==> src/rtl/apb_master_ctrl.sv <==
// APB requester: accepts one command at a time on a valid/ready interface,
// runs the APB SETUP/ACCESS sequence, waits on PREADY (optionally bounded by
// a timeout) and returns a single-cycle response with read data and status.
module apb_master_ctrl #(
    parameter int ADDR_W  = 32,
    parameter int DATA_W  = 32,
    parameter int TIMEOUT = 16
) (
    input  logic              PCLK,
    input  logic              PRESET,
    // command side
    input  logic              cmd_valid,
    output logic              cmd_ready,
    input  logic              cmd_write,
    input  logic [ADDR_W-1:0] cmd_addr,
    input  logic [DATA_W-1:0] cmd_wdata,
    // response side
    output logic              rsp_valid,
    output logic [DATA_W-1:0] rsp_rdata,
    output logic              rsp_err,
    output logic              rsp_timeout,
    // APB bus
    output logic              PSEL,
    output logic              PENABLE,
    output logic [ADDR_W-1:0] PADDR,
    output logic              PWRITE,
    output logic [DATA_W-1:0] PWDATA,
    input  logic [DATA_W-1:0] PRDATA,
    input  logic              PREADY,
    input  logic              PSLVERR
);

    typedef enum logic [1:0] {
        ST_IDLE   = 2'd0,
        ST_SETUP  = 2'd1,
        ST_ACCESS = 2'd2
    } state_t;

    // A TIMEOUT of 0 disables the abort; the counter still needs one bit.
    localparam int CNT_W = (TIMEOUT > 0) ? $clog2(TIMEOUT + 1) : 1;
    // The abort fires on the wait edge that would bring the count to TIMEOUT.
    localparam logic [CNT_W-1:0] CNT_LAST = (TIMEOUT > 0) ? CNT_W'(TIMEOUT - 1) : '0;
    localparam logic [CNT_W-1:0] CNT_ONE  = CNT_W'(1);

    state_t              state_q,       state_d;
    logic [ADDR_W-1:0]   paddr_q,       paddr_d;
    logic                pwrite_q,      pwrite_d;
    logic [DATA_W-1:0]   pwdata_q,      pwdata_d;
    logic [CNT_W-1:0]    wait_cnt_q,    wait_cnt_d;
    logic                rsp_valid_q,   rsp_valid_d;
    logic [DATA_W-1:0]   rsp_rdata_q,   rsp_rdata_d;
    logic                rsp_err_q,     rsp_err_d;
    logic                rsp_timeout_q, rsp_timeout_d;

    // Next-state and response computation for the SETUP/ACCESS sequencer.
    always_comb begin
        state_d       = state_q;
        paddr_d       = paddr_q;
        pwrite_d      = pwrite_q;
        pwdata_d      = pwdata_q;
        wait_cnt_d    = wait_cnt_q;
        rsp_valid_d   = 1'b0;
        rsp_rdata_d   = '0;
        rsp_err_d     = 1'b0;
        rsp_timeout_d = 1'b0;
        case (state_q)
            ST_IDLE: begin
                if (cmd_valid) begin
                    paddr_d  = cmd_addr;
                    pwrite_d = cmd_write;
                    // Reads never expose stale or caller-supplied write data.
                    pwdata_d = cmd_write ? cmd_wdata : '0;
                    state_d  = ST_SETUP;
                end else begin
                    state_d  = ST_IDLE;
                end
            end
            ST_SETUP: begin
                wait_cnt_d = '0;
                state_d    = ST_ACCESS;
            end
            ST_ACCESS: begin
                if (PREADY) begin
                    // PSLVERR only matters on the completing edge.
                    state_d     = ST_IDLE;
                    rsp_valid_d = 1'b1;
                    rsp_rdata_d = pwrite_q ? '0 : PRDATA;
                    rsp_err_d   = PSLVERR;
                end else if ((TIMEOUT > 0) && (wait_cnt_q == CNT_LAST)) begin
                    state_d       = ST_IDLE;
                    rsp_valid_d   = 1'b1;
                    rsp_err_d     = 1'b1;
                    rsp_timeout_d = 1'b1;
                end else begin
                    wait_cnt_d = wait_cnt_q + CNT_ONE;
                end
            end
            default: begin
                state_d = ST_IDLE;
            end
        endcase
    end

    // State, bus-phase and response registers with synchronous reset.
    always_ff @(posedge PCLK) begin
        if (PRESET) begin
            state_q       <= ST_IDLE;
            paddr_q       <= '0;
            pwrite_q      <= 1'b0;
            pwdata_q      <= '0;
            wait_cnt_q    <= '0;
            rsp_valid_q   <= 1'b0;
            rsp_rdata_q   <= '0;
            rsp_err_q     <= 1'b0;
            rsp_timeout_q <= 1'b0;
        end else begin
            state_q       <= state_d;
            paddr_q       <= paddr_d;
            pwrite_q      <= pwrite_d;
            pwdata_q      <= pwdata_d;
            wait_cnt_q    <= wait_cnt_d;
            rsp_valid_q   <= rsp_valid_d;
            rsp_rdata_q   <= rsp_rdata_d;
            rsp_err_q     <= rsp_err_d;
            rsp_timeout_q <= rsp_timeout_d;
        end
    end

    // Bus controls decode straight from the state register (no input paths).
    assign cmd_ready   = (state_q == ST_IDLE);
    assign PSEL        = (state_q == ST_SETUP) || (state_q == ST_ACCESS);
    assign PENABLE     = (state_q == ST_ACCESS);
    assign PADDR       = paddr_q;
    assign PWRITE      = pwrite_q;
    assign PWDATA      = pwdata_q;
    assign rsp_valid   = rsp_valid_q;
    assign rsp_rdata   = rsp_rdata_q;
    assign rsp_err     = rsp_err_q;
    assign rsp_timeout = rsp_timeout_q;

endmodule

==> config.mk <==
export PLATFORM = sky130hd
export DESIGN_NAME = apb_master_ctrl
export DESIGN_NICKNAME = d
export VERILOG_FILES = /design/src/rtl/apb_master_ctrl.sv
export SDC_FILE = /design/constraint.sdc
export NUM_CORES = 1
export LEC_CHECK = 0
export CAP_MARGIN = 10
export CORE_MARGIN = 4
export CORE_UTILIZATION = 38
export DETAILED_ROUTE_END_ITERATION = 8
export GPL_ROUTABILITY_DRIVEN = 0
export PLACE_DENSITY = 0.84
export REMOVE_ABC_BUFFERS = 1
export SYNTH_ARGS = -nofsm -noshare
export SYNTH_HDL_FRONTEND = slang
export SYNTH_SLANG_ARGS = --single-unit
==> constraint.sdc <==
create_clock -name PCLK -period 1.71 [get_ports PCLK]
set_input_delay 0.342 -clock PCLK [delete_from_list [all_inputs] [get_ports PCLK]]
set_output_delay 0.342 -clock PCLK [all_outputs]
set_load 0.005 [all_outputs]
==> results_tabular.tex <==
\begin{tabular}{lr}
\hline
Metric & Value \\
\hline
\multicolumn{2}{l}{\textbf{Run status}} \\
Run status & completed \\
\multicolumn{2}{l}{\textbf{Floorplan}} \\
Effective utilization at floorplan & 39.4\% \\
Die Area & $\sim$0.011 mm\^{}2 \\
Core Rows & 35 \\
Width of the die & $\sim$110 um \\
Ports & 205 \\
DIE HEIGHT & approximately 110 um \\
Core footprint & 0.00933 mm\^{}2 \\
\multicolumn{2}{l}{\textbf{Run}} \\
Maximum Capacitance Violations & 0 \\
\multicolumn{2}{l}{\textbf{Power}} \\
Cell leakage power & 2.26 nW \\
Cell Pwr Density & 832 mW/mm\^{}2 \\
Overall power consumption & roughly 5.1 mW \\
Worst IR drop on VDD & 0.527 mV \\
\multicolumn{2}{l}{\textbf{Drt}} \\
DRT antenna net count & 0 \\
Via-to-Cell Ratio & approximately 4.7 \\
DR WL/cell & 14.9 um \\
Iteration count of the initial detailed-routing pass & 5 \\
DRC errors left & 0 \\
Final Routed Wirelength & 11.1 mm \\
DRT iter0 DRCs & roughly 120 \\
Number of vias after detailed routing & 3,516 \\
\multicolumn{2}{l}{\textbf{Timing}} \\
Post-route setup TNS & 0 ns \\
Post-route minimum period & 1.64 ns \\
Peak clock frequency supported by timing & around 610 MHz \\
RSZ-0062 raised after global routing & no \\
Worst Hold Slack & 0.243 ns \\
Post-Route Skew & 0.0137 ns \\
Share of the clock period used by the worst path after layout & 95.9\% \\
Actual slew at the worst max-slew pin & 0.380 ns \\
Max-slew headroom at the worst pin & 74.7\% \\
Hold Fails Final Rpt & 0 \\
Number of setup violations in the final report & 0 \\
Final-report max-slew violation count & 0 \\
\multicolumn{2}{l}{\textbf{Setup path}} \\
Crit path from & state\_q[1] \\
Setup slack of the worst register-to-register path & roughly 0.08 ns \\
Depth of the worst register-to-register path & 6 \\
R2r endpoint & wait\_cnt\_q[2] \\
Reg-to-Reg Start & wait\_cnt\_q[0] \\
Required time of the worst setup path & 1.37 ns \\
Startpoint type of the worst setup path & flip-flop \\
Maximum fanout encountered on the critical timing path & 3 \\
Worst setup path class & reg -> out \\
Capturing element of the worst setup path & PSEL \\
Worst setup EP type & primary output \\
Worst Path Arrival & 1.30 ns \\
\multicolumn{2}{l}{\textbf{Logic synthesis}} \\
Number of instances in the synthesized netlist & 412 \\
Post-Synth XOR/XNOR Area & 0\% \\
YS warnings & 0 \\
Largest cells by area after synthesis & dfxtp\_1, nand2\_1, a21oi\_1 \\
Proportion of synthesized chip area in sequential cells & 58.3\% \\
Share of Yosys cell area claimed by the top area cell type & 58.3\% \\
Synth Area in Compound Gates & a little over a tenth \\
Yosys reg bits & 107 \\
Fraction of synthesized area in multiplexers & 0.545\% \\
Count of different cell masters after synthesis & 30 \\
Post-synthesis cell area & between 0.003 and 0.004 mm\^{}2 \\
Main combinational cell family by area after synthesis & simple AND/OR/NAND/NOR gates \\
Post-Syn Area per Cell & 8.92 um\^{}2 \\
Yosys top cell by area & dfxtp\_1 \\
Fraction of the mapped netlist area in adder cells & 1.70\% \\
Simple-gate portion of the synthesized area & about a quarter \\
\multicolumn{2}{l}{\textbf{Clock tree}} \\
Hold-fix buffer count after cts & 0 \\
Register clock-pin slew on the reported worst setup and hold paths & around 0.11 ns \\
\# clock sinks & 107 \\
Clock buffer depth & 2 \\
Buffer type at the clock tree root & clkbuf\_8 \\
Clk Latency, worst-skew pair & 0.35 ns \\
H-tree depth & 3 \\
CTS tree & yes \\
CTS Buf Count & 9 \\
\multicolumn{2}{l}{\textbf{Final layout}} \\
Final net count & 716 \\
Ratio of cells with drive above 1 in the final layout & 7.00\% \\
Layout area overhead & 67.6\% \\
Ant diodes & 0 \\
\multicolumn{2}{l}{\textbf{Global routing}} \\
Maximum number of pins on one net before global-route repair & 43 \\
Vias in the first global route & about 3,600 \\
Final global-route overflow total & 0 \\
Wire length of the first global-routing pass & 17.2 mm \\
GRT Resource Usage Total & approximately a fifth \\
Antenna violations before repair & 0 \\
\multicolumn{2}{l}{\textbf{Placement}} \\
Count of input and output buffers & 204 \\
Total half-perimeter wirelength after legalization and detailed placement & 8.29 mm \\
\multicolumn{2}{l}{\textbf{Hold path}} \\
Type of the worst min-delay path & in -> reg \\
\hline
\end{tabular}
==> placed cells by master (no fill, tap or decap), types with 4 or more instances in the layout <==
master	count
nand2_1	101
nand3_1	33
clkdlybuf4s50_1	200
dfxtp_1	103
clkbuf_8	9
and2_1	32
buf_12	6
nor2_1	4
a21oi_1	69
buf_4	6
o21ai_0	4
inv_1	4
dfxtp_2	4
==> worst min path at each step <==
stage | from | to | slack [ns] | cells after the start
after floorplan | PRESET | PADDR[0] | 0.41 | 1
after global placement | PWDATA[11] | PWDATA[11] | 0.44 | 2
after detailed placement | PWDATA[24] | PWDATA[24] | 0.44 | 2
after CTS | PRESET | PWDATA[12] | 0.22 | 2
after global routing | PRESET | PWDATA[12] | 0.25 | 2
final | PRESET | PWDATA[12] | 0.24 | 2
==> metrics by stage <==
step,cells,area [um^2],utilization (%),setup slack [ns]
finish,743,6160,66.0,0.0707
global route,743,6160,66.0,0.00241
CTS,742,6120,65.6,-0.0271
detailed placement,726,5890,63.1,-0.0158
global placement,726,5890,63.1,0.0701
floorplan,382,3530,-,-0.399
==> where the power goes <==
group          total (mW)  switching (mW)  internal [mW]
Combinational       0.769           0.301          0.468
Sequential           2.63          0.0445           2.58
Clock                1.73           0.873          0.853
Total                5.12            1.22           3.90
==> Yosys cell counts <==
master    instances
buf_1             1
a21oi_1          70
o21ai_0           4
ha_1              5
nand2b_1          2
nor2_1            5
and2_1           33
mux2i_1           2
nand2_1         102
nand3_1          33
nand4b_1          1
a31oi_1           1
nor3b_4           1
o21a_1            1
nor3b_2           1
buf_2            15
nand4_1           2
clkbuf_1          9
or3b_1            1
and3b_1           1
and3_1            2
buf_4             1
nand2b_4          1
inv_1             4
clkbuf_2          3
nand3b_1          1
nor3b_1           1
dfxtp_1         107
buf_6             1
a21o_1            1
==> what timing repair did <==
item / CTS / global route
endpoints found under the setup margin: 6 / 9
buffers inserted: 0 / 1
pin swaps: 0 / 0
resized for setup: 6 / 9
hold endpoints to repair: 0 / 0
==> cell type report <==
cell class              instances  area [um^2]
flip-flops and latches        107         2150
repair buffers                216         2200
fillers                       769         3170
well taps                     129          161
clock buffers                   9          124
clock inverters                 7          108
multi-input cells             271         1410
inverters                       4         15.0
==> state kept, by name, summed over array words and instances, names as in the netlist <==
register	flops
rsp_timeout	1
PWDATA	32
PADDR	32
rsp_err	1
wait_cnt_q	5
state_q	2
PWRITE	1
rsp_valid	1
rsp_rdata	32
==> worst max-delay path, stage by stage, from the launching register on <==
cell and delay (ns):
dfxtp_2 0.35, inv_1 0.06, ha_2 0.33, clkdlybuf4s15_1 0.20
==> cells by family (layout without fill, tap and decap cells) <==
kind of cell	Yosys count	in the layout
AND/OR/NAND/NOR	187	187
buffers and inverters	34	236
AO/OA/AOI/OAI	77	77
multiplexers	2	2
flip-flops	107	107
adder cells (fa/ha/maj)	5	5
==> routing by layer <==
metal,wire length [um],up-vias,GRT usage (%)
met5,0,-,0
met4,136,0,5.27
met3,1040,12,7.10
met2,5600,145,33.8
met1,4290,1620,20.6
li1,-,1739,-
Power figures use the tool's default switching activity.
